`src/rtl/psum_acc_ctrl.sv`:
```
// Partial-sum accumulation controller: first pass stores products, later passes read-add-write
// into the psum scratchpad, and a final drain streams every psum to the downstream consumer.
module psum_acc_ctrl #(
  parameter int PSUM_W = 8,
  parameter int ADDR_W = 6
) (
  input  logic              clk,
  input  logic              rst,
  input  logic              start,
  input  logic [ADDR_W-1:0] cfg_len,
  input  logic [3:0]        cfg_passes,
  output logic              busy,
  output logic              done,
  input  logic              prod_valid,
  input  logic [PSUM_W-1:0] prod_data,
  output logic              prod_ready,
  output logic              spad_rd,
  output logic              spad_wr,
  output logic [ADDR_W-1:0] spad_addr,
  output logic [PSUM_W-1:0] spad_wdata,
  input  logic [PSUM_W-1:0] spad_rdata,
  output logic              out_valid,
  output logic [PSUM_W-1:0] out_data,
  input  logic              out_ready,
  output logic              ovf
);

  localparam logic [2:0] IDLE      = 3'd0;
  localparam logic [2:0] INIT      = 3'd1;
  localparam logic [2:0] ACC_REQ   = 3'd2;
  localparam logic [2:0] ACC_WR    = 3'd3;
  localparam logic [2:0] DRAIN_REQ = 3'd4;
  localparam logic [2:0] DRAIN_OUT = 3'd5;
  localparam logic [2:0] DONE      = 3'd6;

  localparam logic [ADDR_W-1:0] IDX_ZERO = {ADDR_W{1'b0}};
  localparam logic [ADDR_W-1:0] IDX_ONE  = {{(ADDR_W-1){1'b0}}, 1'b1};

  logic [2:0]        state;
  logic [ADDR_W-1:0] idx;
  logic [ADDR_W-1:0] len;
  logic [3:0]        pass;
  logic [3:0]        passes;
  logic [PSUM_W-1:0] prod_reg;
  logic [PSUM_W:0]   sum;
  logic              last_idx;

  // The extra top bit of sum is the carry that feeds the sticky overflow flag.
  assign sum      = {1'b0, spad_rdata} + {1'b0, prod_reg};
  assign last_idx = (idx == (len - IDX_ONE));
  assign busy     = (state != IDLE);
  assign done     = (state == DONE);

  // Scratchpad strobes and product handshake; all forced low while rst is high.
  always_comb begin
    prod_ready = 1'b0;
    spad_rd    = 1'b0;
    spad_wr    = 1'b0;
    spad_addr  = IDX_ZERO;
    spad_wdata = {PSUM_W{1'b0}};
    if (rst) begin
      prod_ready = 1'b0;
    end else begin
      case (state)
        INIT: begin
          prod_ready = 1'b1;
          spad_wr    = prod_valid;
          spad_addr  = idx;
          spad_wdata = prod_data;
        end
        ACC_REQ: begin
          prod_ready = 1'b1;
          spad_rd    = prod_valid;
          spad_addr  = idx;
        end
        ACC_WR: begin
          spad_wr    = 1'b1;
          spad_addr  = idx;
          spad_wdata = sum[PSUM_W-1:0];
        end
        DRAIN_REQ: begin
          spad_rd    = 1'b1;
          spad_addr  = idx;
        end
        DRAIN_OUT: begin
          spad_addr  = idx;
        end
        default: begin
          prod_ready = 1'b0;
        end
      endcase
    end
  end

  // Job sequencing, index/pass counters, captured product and output register.
  always_ff @(posedge clk) begin
    if (rst) begin
      state     <= IDLE;
      idx       <= IDX_ZERO;
      len       <= IDX_ZERO;
      pass      <= 4'd0;
      passes    <= 4'd0;
      prod_reg  <= {PSUM_W{1'b0}};
      out_data  <= {PSUM_W{1'b0}};
      out_valid <= 1'b0;
      ovf       <= 1'b0;
    end else begin
      case (state)
        IDLE: begin
          if (start && (cfg_len != IDX_ZERO) && (cfg_passes != 4'd0)) begin
            len    <= cfg_len;
            passes <= cfg_passes;
            idx    <= IDX_ZERO;
            pass   <= 4'd0;
            ovf    <= 1'b0;
            state  <= INIT;
          end
        end
        INIT: begin
          if (prod_valid) begin
            if (last_idx) begin
              idx   <= IDX_ZERO;
              pass  <= 4'd1;
              state <= (passes > 4'd1) ? ACC_REQ : DRAIN_REQ;
            end else begin
              idx   <= idx + IDX_ONE;
            end
          end
        end
        ACC_REQ: begin
          if (prod_valid) begin
            prod_reg <= prod_data;
            state    <= ACC_WR;
          end
        end
        ACC_WR: begin
          if (sum[PSUM_W]) begin
            ovf <= 1'b1;
          end
          if (last_idx) begin
            idx   <= IDX_ZERO;
            pass  <= pass + 4'd1;
            state <= ((pass + 4'd1) == passes) ? DRAIN_REQ : ACC_REQ;
          end else begin
            idx   <= idx + IDX_ONE;
            state <= ACC_REQ;
          end
        end
        DRAIN_REQ: begin
          state <= DRAIN_OUT;
        end
        // First DRAIN_OUT cycle captures the read data; out_valid then holds until accepted.
        DRAIN_OUT: begin
          if (!out_valid) begin
            out_data  <= spad_rdata;
            out_valid <= 1'b1;
          end else if (out_ready) begin
            out_valid <= 1'b0;
            if (last_idx) begin
              idx   <= IDX_ZERO;
              state <= DONE;
            end else begin
              idx   <= idx + IDX_ONE;
              state <= DRAIN_REQ;
            end
          end
        end
        DONE: begin
          state <= IDLE;
        end
        default: begin
          state <= IDLE;
        end
      endcase
    end
  end

endmodule

```
`config.mk`:
```
export PLATFORM = sky130hd
export DESIGN_NAME = psum_acc_ctrl
export DESIGN_NICKNAME = d
export VERILOG_FILES = /design/src/rtl/psum_acc_ctrl.sv
export SDC_FILE = /design/constraint.sdc
export NUM_CORES = 1
export LEC_CHECK = 0
export ABC_AREA = 1
export ABC_CLOCK_PERIOD_IN_PS = 2300
export BUFFER_PORTS_ARGS = -buffer_cell sky130_fd_sc_hd__buf_2
export CAP_MARGIN = 20
export CORE_MARGIN = 4
export CORE_UTILIZATION = 55
export CTS_CLUSTER_DIAMETER = 100
export DETAILED_ROUTE_END_ITERATION = 8
export PLACE_DENSITY = 0.81
export REMOVE_ABC_BUFFERS = 1
export SYNTH_ARGS = -nofsm -noshare
export SYNTH_HDL_FRONTEND = slang
export SYNTH_SLANG_ARGS = --single-unit
```
`constraint.sdc`:
```
create_clock -name clk -period 2.3 [get_ports clk]
set_clock_uncertainty 0.05 [all_clocks]
set_input_delay 0.23 -clock clk [delete_from_list [all_inputs] [get_ports clk]]
set_output_delay 0.23 -clock clk [all_outputs]
set_load 0.02 [all_outputs]
```
Word level (Yosys, flattened, before mapping):

Index checks and enable logic that the tools add are counted.

* $add $sub $neg: 4
* magnitude comparators: 1
* equal/unequal tests: 16
* mux-type cells: 37
* bitwise operators: 1
* reductions and logical operators: 18

Operators with widths (number)
* 2-to-1 mux 6 bit: 7
* 2-to-1 mux 3 bit: 9
* one-hot mux 6 bit (4 select lines): 1
* one-hot mux 3 bit (6 select lines): 1
* 2-to-1 mux 4 bit: 4
* != test 2 bit (second input constant): 8
* one-hot mux 8 bit (2 select lines): 1
* one-hot mux 4 bit (3 select lines): 1
* AND reduction 5 bit: 2
* adder 8 x 8 -> 9 bit: 1
* == test 3 bit (second input constant): 3
* 2-to-1 mux 1 bit: 8
* 2-to-1 mux 8 bit: 1
* nonzero test 4 bit: 2
* adder 6 x 1 -> 6 bit (second input constant): 1
* == test 3 x 2 -> 1 bit (second input constant): 2
* == test 6 bit: 1
* one-hot mux 1 bit (2 select lines): 3
* AND reduction 2 bit: 3
* AND reduction 6 bit: 1
* nonzero test 3 bit: 2
* nonzero test 6 bit: 1
* subtractor 6 x 1 -> 6 bit (second input constant): 1
* OR reduction 5 bit: 1
* other kinds (11): 12

* flip-flop bits (word level): 41
* bits of input ports: 31

Logic depth before layout (Yosys ltp):

* word-level depth: 6
* mapped depth: 15
* depth with buffers taken out: 15

Worst setup path before layout:

No wires, ideal clock.

* path type: register -> output
* start point: reg prod_reg[0]
* end point: out spad_wdata[6]
* arrival: 1.674 ns
* setup slack: 0.346 ns
* stages on the path, launching flop included: 13
* path buffers: 0
* cells stage by stage: dfxtp_1 -> ha_1 -> inv_1 -> fa_1 -> inv_1 -> nand3_1 -> nand2_1 -> nand2_1 -> nand2_1 -> a21oi_1 -> nand2_1 -> nand2_1 -> a21oi_1

* word-level cells in the longest chain between the ends: 3

RTL lines
* from (decl): line 44 `logic [PSUM_W-1:0] prod_reg;`
* from (signal assigned): line 103 `prod_reg <= {PSUM_W{1'b0}};`
* from (signal assigned): line 132 `prod_reg <= prod_data;`
* adder 8 x 8 -> 9 bit: line 49 `assign sum = {1'b0, spad_rdata} + {1'b0, prod_reg};`
* one-hot mux 8 bit (2 select lines): line 64 `case (state)`
* 2-to-1 mux 8 bit: line 61 `if (rst) begin`
* to (decl): line 20 `output logic [PSUM_W-1:0] spad_wdata,`

Every way passes these cells.

Final worst setup path:

Same ends and word-level chain as after synthesis.

==> impl_metrics.py <==
metrics = {
    "run_status": {
        "violations": "setup timing",
        "status": "finished, violations left",
    },
    "setup_path": {
        "r2r_start": "prod_reg[0]",
        "critPathMaxStageDelay_ns": 0.36,
        "cp-start-kind": "flip-flop",
        "cp-end-kind": "primary output",
        "crit_fanout": 2,
        "cp.required_ns": 2.02,
        "cp_slowest_cell": "dfxtp_2",
        "reg2regPathDepth": 17,
        "path_common_cell": "nand2_1",
        "path_class": "flip-flop to primary output",
        "worstPathCellList": "ha_4, inv_2, fa_2, inv_2, nand3_2, nand2_1, nand2_1, nand2_1, a21oi_2, nor2_2, nor2_1, nand2_1, a21oi_1, buf_4",
        "r2r_setup_slack_ns": 0.07,
        "r2r_end": "ovf",
        "worst_ep_arrival_time_ns": 2.04,
    },
    "sta": {
        "min_period_ns": 2.316,
        "slew_violations": 0,
        "fin_crit_sh": 1.007,
        "grt_setup_unrepaired": "true",
        "final.setup.tns_ns": -0.01567,
        "final_hold_viol_count": 0,
        "relSlewSlack": 0.6636,
        "setup_slack_ns": -0.01567,
        "tightest_slew_ns": 0.5041,
        "fmax_ghz": 0.4318,
        "finalSetupViolCount": 1,
    },
    "placement": {
        "post-place-ws_ns": 0.1898,
        "placed_cells": 547,
        "routabilityCongestion": 0.9123,
        "port_buffers": 59,
        "dp_hpwl_um": 5171,
    },
    "clocking": {
        "cts_buffer_depth": 2,
        "htreeDepth": 2,
        "numCtsBuffers": 5,
        "cts_tree": "yes",
        "clkSlewWorstSetupHoldPaths_ns": 0.09,
        "cts_root_buf": "clkbuf_8",
        "cts_sinks": 41,
        "ctsHoldBuffers": 0,
        "clk-insertion-delay-late_ns": 0.31,
    },
    "yosys": {
        "avgSynthCellArea_um2": 6.329,
        "yosys_most_used_dff": "dfxtp_1",
        "synthTopCellsByArea": "dfxtp_1 (30%), nand2_1 (13%), nor2_1 (10%), a21oi_1 (5.6%), inv_1 (5.6%)",
        "synth_top_cell_area_share": 0.3044,
        "yosysTopAreaCell": "dfxtp_1",
        "synth_edf_count": 0,
        "synth_most_common_cell": "nand2_1",
        "synthDistinctLibCells": 34,
        "postSynthCellCount": 426,
        "synthArstFlopShare": 0,
        "ys_ff_latch": 41,
        "syn-cell-area_mm2": 0.002696,
        "yosys_warnings": 0,
        "yosys-top-cells-count": "nand2_1 (90), nor2_1 (75), dfxtp_1 (41)",
        "yosysSeqAreaShare": 0.3044,
    },
    "power": {
        "p_clk_frac": 0.224,
        "p_leak_nw": 1.683,
        "p_total_w": 0.002720,
        "switching_share": 0.4267,
        "comb_power_share": 0.436,
        "powerDensity_mw_per_mm2": 810.8,
        "switchingPower_w": 0.001161,
        "power.internal_w": 0.001559,
        "pwr-share-seq": 0.340,
        "irDropWorstVdd_uv": 497.3,
    },
    "floorplanning": {
        "ios": 60,
        "core_region_area_mm2": 0.004723,
        "fp.dieH_um": 78.02,
        "rows": 25,
        "start_util": 0.5709,
        "die_area_mm2": 0.006086,
        "die_w_um": 78.02,
    },
    "grt": {
        "grt_pass1_wl_um": 12140,
        "antenna_found_initial": 0,
        "grt_pass1_vias": 2928,
        "grt_use_total": 0.2451,
        "grt_max_degree": 26,
        "overflow": 0,
    },
    "drt": {
        "antenna_left": 0,
        "drc_errors": 0,
        "wl_um": 7345,
        "drt_iter0_drc": 137,
        "vias": 3010,
        "routedWlPerCell_um": 13.05,
        "drt-pass1-iter-count": 5,
        "viasPerCell": 5.346,
    },
    "final_layout": {
        "drive_gt1_frac": 0.2823,
        "nets": 538,
        "n_antenna_cell": 0,
        "area_delta_synth_final_pct": 24.41,
        "final_cells": 563,
        "fillCellCount": 431,
    },
    "min_path": {
        "hp-class": "primary input to flip-flop",
        "min-delay-start": "prod_data[3]",
        "min_to": "prod_reg[3]",
        "whs_path_depth": 3,
    },
    "run": {
        "max_cap_viol_count": 0,
    },
}
power groups by stage:
stage	combinational (W)	clock [W]	sequential (W)
3_5_place_dp	0.00114	0	0.000935
4_1_cts	0.00116	0.000614	0.000921
5_1_grt	0.00134	0.000642	0.000942
6_report	0.00119	0.000609	0.000925
2_1_floorplan	0.000865	0	0.000927
3_3_place_gp	0.00111	0	0.000931
per-stage QoR:
step	cell area, um^2	hold WS [ns]	utilization
2_1_floorplan	2660	0.2491	-
3_3_place_gp	3069	0.4173	0.6498
3_5_place_dp	3069	0.4305	0.6498
4_1_cts	3268	0.1085	0.6919
5_1_grt	3354	0.1325	0.7102
6_report	3354	0.1168	0.7102
cell type report:
class                   instances  area (um^2)  area share
multi-input cells             317         1717      0.5117
flip-flops and latches         41        824.5      0.2458
repair buffers                 71        392.9      0.1171
inverters                      59        221.5     0.06602
well taps                      67        83.83     0.02499
clock buffers                   5        68.82     0.02051
clock inverters                 3        46.29     0.01380
critical path: cells and delay by family, from the launching register on:
kind                     cells  cell delay (ns)
AND/OR/NAND/NOR              7             0.50
adder cells (fa/ha/maj)      2             0.46
flip-flops                   1             0.36
buffers and inverters        3             0.27
AO/OA/AOI/OAI                2             0.13
cells in the final DEF, fill, tap and decap left out, types with 5 or more instances in the layout:
cell,synthesis,final
nand2_1,90,88
o21ai_0,27,26
nor2_2,5,6
ha_4,0,5
nor2_1,75,74
inv_1,40,38
ha_1,11,6
clkbuf_8,0,5
dfxtp_1,41,38
nand3_1,30,29
buf_2,2,56
o21ai_1,9,10
buf_4,0,15
inv_2,19,21
a21oi_1,30,26
nand2_2,6,8
kinds of logic (layout without fill, tap and decap cells):
group / Yosys count / after routing / synth area share
AND/OR/NAND/NOR: 223 / 223 / 0.3694
AO/OA/AOI/OAI: 76 / 76 / 0.1527
buffers and inverters: 68 / 138 / 0.09559
flip-flops: 41 / 41 / 0.3044
adder cells (fa/ha/maj): 12 / 12 / 0.05847
XOR/XNOR: 6 / 6 / 0.01949
routing by layer:
metal	GRT usage	share of wire
met5	0	0
met2	0.4366	0.49
met1	0.2847	0.43
met3	0.04358	0.066
met4	0.1119	0.021
worst max-delay path by stage:
stage               slack, ns       endpoint           from  cells after the start
detailed placement       0.19  spad_wdata[6]  spad_rdata[0]                     15
finish                  -0.02  spad_wdata[6]    prod_reg[0]                     14
global placement         0.27  spad_wdata[6]  spad_rdata[0]                     15
global route            -0.13  spad_wdata[6]    prod_reg[0]                     14
floorplan                0.35  spad_wdata[6]    prod_reg[0]                     12
CTS                    -0.007  spad_wdata[6]    prod_reg[0]                     14
what timing repair did:
item                                    4_1_cts  5_1_grt
pin swaps                                     3        7
resized for setup                            10       17
endpoints found under the setup margin        1        4
buffers inserted                              7        1
Power figures use the tool's default switching activity.
